==> src/rtl/dehaze_pkg.sv <==
// dehaze_pkg: shared types and helpers for the dehaze frame streamer.
// Holds the FSM state encoding, pixel layout and frame-size helper.
package dehaze_pkg;

   localparam int PIX_W = 24;

   // Byte-lane offsets inside a stored BGR pixel word
   localparam int B_OFS = 0;
   localparam int G_OFS = 8;
   localparam int R_OFS = 16;

   typedef struct packed {
      logic [7:0] r;
      logic [7:0] g;
      logic [7:0] b;
   } pix_t;

   typedef enum logic [2:0] {
      ST_IDLE     = 3'd0,
      ST_PASS1    = 3'd1,
      ST_DRAIN1   = 3'd2,
      ST_WAIT_ALE = 3'd3,
      ST_GAP      = 3'd4,
      ST_PASS2    = 3'd5,
      ST_DRAIN2   = 3'd6,
      ST_DONE     = 3'd7
   } dh_state_e;

   // Pixels per frame; rows are stored back to back with no padding
   function automatic int calc_npix(input int width, input int height);
      return width * height;
   endfunction

endpackage

==> src/rtl/dehaze_frame_streamer_fifo.sv <==
// dehaze_pix_fifo2: 2-entry first-word-fall-through FIFO with occupancy count.
// The head entry is visible on o_dout whenever o_empty is low.
module dehaze_pix_fifo2
   import dehaze_pkg::*;
#(
   parameter int W = PIX_W
) (
   input  logic         clk,
   input  logic         rst,
   input  logic         i_push,
   input  logic [W-1:0] i_din,
   input  logic         i_pop,
   output logic [W-1:0] o_dout,
   output logic         o_empty,
   output logic [1:0]   o_count
);

   logic [W-1:0] r_mem [2];
   logic         r_wr_ptr;
   logic         r_rd_ptr;
   logic [1:0]   r_count;
   logic         w_do_pop;
   logic         w_do_push;

   assign w_do_pop  = i_pop && (r_count != 2'd0);
   // A full FIFO still accepts a write when the head leaves in the same cycle
   assign w_do_push = i_push && ((r_count != 2'd2) || w_do_pop);

   assign o_dout  = r_mem[r_rd_ptr];
   assign o_empty = (r_count == 2'd0);
   assign o_count = r_count;

   // Storage, pointers and occupancy; push+pop together leaves the count alone
   always_ff @(posedge clk) begin
      if (rst) begin
         r_mem[0] <= '0;
         r_mem[1] <= '0;
         r_wr_ptr <= 1'b0;
         r_rd_ptr <= 1'b0;
         r_count  <= 2'd0;
      end else begin
         if (w_do_push) begin
            r_mem[r_wr_ptr] <= i_din;
            r_wr_ptr        <= ~r_wr_ptr;
         end
         if (w_do_pop) begin
            r_rd_ptr <= ~r_rd_ptr;
         end
         case ({w_do_push, w_do_pop})
            2'b10:   r_count <= r_count + 2'd1;
            2'b01:   r_count <= r_count - 2'd1;
            default: r_count <= r_count;
         endcase
      end
   end

endmodule

==> src/rtl/dehaze_frame_streamer.sv <==
// dehaze_frame_streamer: streams a stored BGR frame from frame RAM twice,
// first for atmospheric-light estimation, then (after done) for transmission
// estimation with te_en raised.
// Optional build macro ALE_TIMEOUT_EN adds a done-flag watchdog in WAIT_ALE
// that raises a sticky err_timeout and skips pass 2.
//
// state     | meaning
// ----------+------------------------------------------------------------
// IDLE      | waiting for start
// PASS1     | fetching frame for ALE, address 0..NPIX-1
// DRAIN1    | all pass-1 reads issued, emptying buffer
// WAIT_ALE  | waiting for ale_done (watchdog counts here if enabled)
// GAP       | te_en high, GAP_CYCLES settle before pass 2 fetch
// PASS2     | fetching frame again for TE
// DRAIN2    | all pass-2 reads issued, emptying buffer
// DONE      | one cycle, frame_done pulse
module dehaze_frame_streamer
   import dehaze_pkg::*;
#(
   parameter int IMG_WIDTH      = 512,
   parameter int IMG_HEIGHT     = 512,
   parameter int ADDR_W         = 18,
   parameter int PIX_W          = 24,
   parameter int GAP_CYCLES     = 2,
   parameter int TIMEOUT_CYCLES = 2000000
) (
   input  logic              clk,
   input  logic              rst,
   input  logic              start,
   output logic              mem_rd_en,
   output logic [ADDR_W-1:0] mem_addr,
   input  logic [PIX_W-1:0]  mem_rdata,
   output logic [PIX_W-1:0]  pixel_out,
   output logic              pixel_valid,
   input  logic              pixel_ready,
   input  logic              ale_done,
   output logic              te_en,
   output logic              busy,
   output logic              pass_id,
   output logic              frame_done,
   output logic              err_timeout
);

   localparam int NPIX = calc_npix(IMG_WIDTH, IMG_HEIGHT);
   localparam logic [ADDR_W-1:0] LAST_ADDR = ADDR_W'(NPIX - 1);
   localparam int GAP_W = $clog2(GAP_CYCLES + 1);
   localparam logic [GAP_W-1:0] GAP_LOAD = GAP_W'(GAP_CYCLES - 1);

   localparam logic [2:0] S_IDLE     = 3'(ST_IDLE);
   localparam logic [2:0] S_PASS1    = 3'(ST_PASS1);
   localparam logic [2:0] S_DRAIN1   = 3'(ST_DRAIN1);
   localparam logic [2:0] S_WAIT_ALE = 3'(ST_WAIT_ALE);
   localparam logic [2:0] S_GAP      = 3'(ST_GAP);
   localparam logic [2:0] S_PASS2    = 3'(ST_PASS2);
   localparam logic [2:0] S_DRAIN2   = 3'(ST_DRAIN2);
   localparam logic [2:0] S_DONE     = 3'(ST_DONE);

   logic [2:0]        r_state;
   logic [ADDR_W-1:0] r_addr;
   logic              r_inflight;
   logic [GAP_W-1:0]  r_gap_cnt;
   logic              r_te_en;
   logic              r_pass_id;

   logic              w_fetching;
   logic              w_pop;
   logic              w_empty;
   logic [1:0]        w_count;
   logic [2:0]        w_occ_after;
   logic              w_issue;
   logic              w_to_hit;
   logic              w_err;

   // Occupancy is judged after this cycle's pop so a steady 1 pixel/cycle
   // stream keeps exactly one word buffered and one read in flight.
   assign w_fetching  = (r_state == S_PASS1) || (r_state == S_PASS2);
   assign w_pop       = !w_empty && pixel_ready;
   assign w_occ_after = 3'(w_count) - 3'(w_pop) + 3'(r_inflight);
   assign w_issue     = w_fetching && (w_occ_after < 3'd2);

   assign mem_rd_en   = w_issue;
   assign mem_addr    = r_addr;
   assign pixel_valid = !w_empty;
   assign te_en       = r_te_en;
   assign busy        = (r_state != S_IDLE);
   assign pass_id     = r_pass_id;
   assign frame_done  = (r_state == S_DONE);
   assign err_timeout = w_err;

   dehaze_pix_fifo2 #(
      .W(PIX_W)
   ) u_fifo (
      .clk     (clk),
      .rst     (rst),
      .i_push  (r_inflight),
      .i_din   (mem_rdata),
      .i_pop   (w_pop),
      .o_dout  (pixel_out),
      .o_empty (w_empty),
      .o_count (w_count)
   );

`ifdef ALE_TIMEOUT_EN
   localparam int TO_W = $clog2(TIMEOUT_CYCLES + 1);
   localparam logic [TO_W-1:0] TO_LOAD = TO_W'(TIMEOUT_CYCLES - 1);

   logic [TO_W-1:0] r_to_cnt;
   logic            r_err;

   assign w_to_hit = (r_state == S_WAIT_ALE) && (r_to_cnt == '0) && !ale_done;
   assign w_err    = r_err;

   // Watchdog: reloads outside WAIT_ALE, counts down inside; error is sticky
   always_ff @(posedge clk) begin
      if (rst) begin
         r_to_cnt <= '0;
         r_err    <= 1'b0;
      end else begin
         if (r_state != S_WAIT_ALE) begin
            r_to_cnt <= TO_LOAD;
         end else if (r_to_cnt != '0) begin
            r_to_cnt <= r_to_cnt - TO_W'(1);
         end
         if (w_to_hit) begin
            r_err <= 1'b1;
         end
      end
   end
`else
   // Never true; WAIT_ALE waits for ale_done indefinitely. The expression
   // keeps the watchdog limit parameter referenced in this build.
   assign w_to_hit = (TIMEOUT_CYCLES < 0);
   assign w_err    = 1'b0;
`endif

   // Sequencer: state, read address, in-flight tracking and pass controls
   always_ff @(posedge clk) begin
      if (rst) begin
         r_state    <= S_IDLE;
         r_addr     <= '0;
         r_inflight <= 1'b0;
         r_gap_cnt  <= '0;
         r_te_en    <= 1'b0;
         r_pass_id  <= 1'b0;
      end else begin
         r_inflight <= w_issue;
         if (w_issue) begin
            r_addr <= r_addr + ADDR_W'(1);
         end
         case (r_state)
            S_IDLE: begin
               if (start) begin
                  r_state <= S_PASS1;
                  r_addr  <= '0;
               end
            end
            S_PASS1: begin
               if (w_issue && (r_addr == LAST_ADDR)) begin
                  r_state <= S_DRAIN1;
               end
            end
            S_DRAIN1: begin
               if (w_empty && !r_inflight) begin
                  r_state <= S_WAIT_ALE;
               end
            end
            S_WAIT_ALE: begin
               if (ale_done) begin
                  r_state   <= S_GAP;
                  r_te_en   <= 1'b1;
                  r_pass_id <= 1'b1;
                  r_addr    <= '0;
                  r_gap_cnt <= GAP_LOAD;
               end else if (w_to_hit) begin
                  r_state <= S_DONE;
               end
            end
            S_GAP: begin
               if (r_gap_cnt == '0) begin
                  r_state <= S_PASS2;
               end else begin
                  r_gap_cnt <= r_gap_cnt - GAP_W'(1);
               end
            end
            S_PASS2: begin
               if (w_issue && (r_addr == LAST_ADDR)) begin
                  r_state <= S_DRAIN2;
               end
            end
            S_DRAIN2: begin
               if (w_empty && !r_inflight) begin
                  r_state <= S_DONE;
               end
            end
            S_DONE: begin
               r_state   <= S_IDLE;
               r_te_en   <= 1'b0;
               r_pass_id <= 1'b0;
            end
            default: begin
               r_state <= S_IDLE;
            end
         endcase
      end
   end

endmodule

==> config.mk <==
export PLATFORM = sky130hd
export DESIGN_NAME = dehaze_frame_streamer
export DESIGN_NICKNAME = d
export VERILOG_FILES = /design/src/rtl/dehaze_pkg.sv /design/src/rtl/dehaze_frame_streamer_fifo.sv /design/src/rtl/dehaze_frame_streamer.sv
export SDC_FILE = /design/constraint.sdc
export NUM_CORES = 1
export LEC_CHECK = 0
export ABC_AREA = 1
export CAP_MARGIN = 15
export CORE_UTILIZATION = 55
export CTS_CLUSTER_DIAMETER = 200
export DETAILED_ROUTE_END_ITERATION = 12
export PLACE_DENSITY = 0.93
export SLEW_MARGIN = 0
export SYNTH_ARGS = -nofsm -noshare
export SYNTH_HDL_FRONTEND = slang
export SYNTH_HIERARCHICAL = 1
export SYNTH_SLANG_ARGS = --single-unit
==> constraint.sdc <==
create_clock -name clk -period 3.8 [get_ports clk]
set_input_delay 0.76 -clock clk [delete_from_list [all_inputs] [get_ports clk]]
set_output_delay 0.76 -clock clk [all_outputs]
set_load 0.02 [all_outputs]
==> run summary <==
CTS root buffer = clkbuf_8
Synth Flop Type = edfxtp_1
Initial antenna violation count = 0
Post-Syn Nets = 436
Number of flops mapped to enable cells by yosys = 48
Gr ovfl total = 0
Sequential fraction of the synthesis area = 53.70%
HP Class = reg2reg
Die width = 85.15 um
Setup Skew = 0.008329 ns
Synth Register Bits = 78
DRT Pass-1 Iters = 4
Relative slew margins = 57.04%
Setup bufs post-CTS = 0
Vias/cell = 5.277
Total CTS buffers = 9
Unrepaired setup endpoints after global routing = false
Routability cong. = 0.8349
Final Cycle Share = 94.72%
Most common library cells after synthesis = nor2_1 (76), inv_1 (59), nand2_1 (59)
Max Clk Rate = 277.8 MHz
Via count = 3,008
Total Routing Usage GR = 23.23%
Syn Inst Count = 403
Netlist cell types = 36
Crit path cell chain = clkdlybuf4s50_1 -> inv_1 -> nor2_1 -> ha_1 -> inv_1 -> nand2_1 -> fa_1 -> inv_1 -> nor2_4 -> nand2_2 -> inv_1 -> dlygate4sd2_1
CP most frequent cell = inv_1
Layout cells sized above 1 = 17.44%
Period minus WS final = 3.599 ns
Area delta synth->final = 28.53%
Crit start category = input port
Clock Sinks = 78
Place WS = -0.07714 ns
Final setup fails = 0
WP buf/inv = 6
Setup WS post-layout = 0.2008 ns
DR WL/cell = 14.21 um
Clock transition at path regs = 0.07 ns
PortBufs = 76
Clk Latency, worst-skew pair = 0.34 ns
WL final = 8.101 mm
Pwr/cell area = 512.4 mW/mm^2
Outcome = complete, no violations
Initial Util = 58.54%
CP top delay family = buffers and inverters
Iteration-0 DRC Markers = 106
Synth top area share = 37.91%
H-tree level count = 3
Worst Setup End Kind = output pin
Slew @ Worst Pin = 0.6444 ns
Drt drc = 0
Crit Path Max Fanout = 2
Post-synthesis async set-or-reset flop share = 0%
Crit path required time = 3.04 ns
Most frequent cell after synthesis = nor2_1
Die H = 85.15 um
Row Count = 29
Hold_ws = 0.4597 ns
Diodes inserted = 0
Leak pwr = 2.024 nW
ANT nets after route = 0
Mapped Area = 0.003802 mm^2
Max Slew Vio Count = 0
TNS Setup = 0 ns
Core Area = 0.006495 mm^2
Final HPWL DP = 5.539 mm
Global-route wire length before repair = 13.07 mm
Ys Warns = 6
Critical path class = in2out
Die Area = 0.007250 mm^2
Bufs on Longest Clock Path = 2
Largest net degree at the start of global routing = 27
CP max stage delay = 0.48 ns
Synth top area cells = edfxtp_1 (38%), dfxtp_1 (16%), nor2_1 (7.5%)
Final #Nets = 522
Post-synth top area cell = edfxtp_1
Final hold vios = 0
Max-cap viol count = 0
CTS tree = done
CP Data Arrival Time = 2.84 ns
Critical-path top delay cell = fa_1
Mean Syn Cell Area = 9.435 um^2
Worst VDD drop = 0.4090 mV
I/O Pins = 78
Vias in the first global route = 2,856
Final Power = 2.504 mW
-- cell families (layout without fill, tap and decap cells) --
kind of cell | count (synthesis) | count (layout) | synth area share [%]
xor gates and xnor gates | 7 | 7 | 1.612
adders and majority gates | 4 | 4 | 1.514
other | 1 | 1 | 0.09862
AOI/OAI and AO/OA | 21 | 21 | 3.192
and+or+nand+nor | 196 | 196 | 24.71
buffers and inverters | 72 | 162 | 8.061
DFF | 78 | 78 | 53.70
muxes | 24 | 24 | 7.108
-- layout make-up --
type | count | area (um^2)
sequential | 78 | 2042
inverter | 62 | 232.7
tap | 77 | 96.34
timing repair buffer | 85 | 827.0
clock inverter | 6 | 111.4
clock buffer | 9 | 123.9
fill | 440 | 1608
multi-input combinational | 253 | 1454
-- what timing repair did --
item                       4_1_cts  5_1_grt
hold buffers                     0        0
setup endpoints to repair        1        0
resized for setup                1        0
-- path summary, 6_finish.rpt --
path / start / to / slack [ns] / cells past startpoint
worst min-delay path: r_gap_cnt[0] / r_gap_cnt[0] / 0.46 / 1
worst max register to register: u_fifo/o_count[1] / mem_addr[17] / 1.04 / 16
worst min register to register: r_gap_cnt[0] / r_gap_cnt[0] / 0.46 / 1
worst max-delay path: pixel_ready / mem_rd_en / 0.20 / 12
-- power by group --
| group | switching, mW | internal [mW] |
|---|---|---|
| clock | 0.298 | 0.432 |
| combinational | 0.408 | 0.300 |
| sequential | 0.0732 | 0.993 |
-- sequential cells by signal (all words and copies together) (netlist names), named ones only --
signal,flops
pass_id,1
u_fifo/r_rd_ptr,1
mem_addr,18
u_fifo/r_mem,48
r_gap_cnt,2
r_state,3
r_inflight,1
u_fifo/o_count,2
u_fifo/r_wr_ptr,1
-- cells in the final DEF (no fill, tap or decap), drive strengths merged --
cell type	synthesis	layout
nor2	100	100
clkdlybuf4s50	0	75
nand2	63	63
inv	62	62
edfxtp	48	48
dfxtp	30	30
mux2	24	24
nand3	14	14
a21oi	9	9
clkbuf	0	9
buf	10	9
nand4	7	7
o21ai	7	7
nor3	5	5
xor2	4	4
nand3b	4	4
a31oi	3	3
xnor2	3	3
ha	3	3
bufinv	0	3
nor3b	2	2
clkinvlp	0	2
o21bai	1	1
and3	1	1
o21a	1	1
fa	1	1
conb	1	1
clkinv	0	1
dlygate4sd2	0	1
-- worst reg2reg max path, cell delays in order (launching register included) --
cell and delay, ns:
dfxtp_1 0.58, inv_1 0.08, nand2_1 0.09, inv_1 0.06, nor2_1 0.14, ha_1 0.25
inv_1 0.05, nand2_1 0.06, fa_1 0.48, inv_1 0.06, nor2_4 0.11, buf_4 0.13
nand3_4 0.09, nor2_8 0.17, nand4_1 0.13, nor2_1 0.13, nor2_1 0.05
-- metal layers --
metal | up-vias | wire [um] | share of wire (%) | track usage, %
met1 | 1437 | 3372 | 42 | 27.63
met3 | 8 | 503 | 6.2 | 5.350
li1 | 1454 | - | - | -
met5 | - | 0 | 0 | 0
met2 | 109 | 4165 | 51 | 42.74
met4 | 0 | 59 | 0.73 | 5.085
-- stage by stage --
step,area (um^2),utilization (%),cells
after global placement,4653,71.64,555
after CTS,4887,75.25,570
after global routing,4887,75.25,570
after detailed placement,4653,71.64,555
final,4887,75.25,570
after floorplan,3802,-,403
No activity file was read; power rests on OpenSTA's default activity.
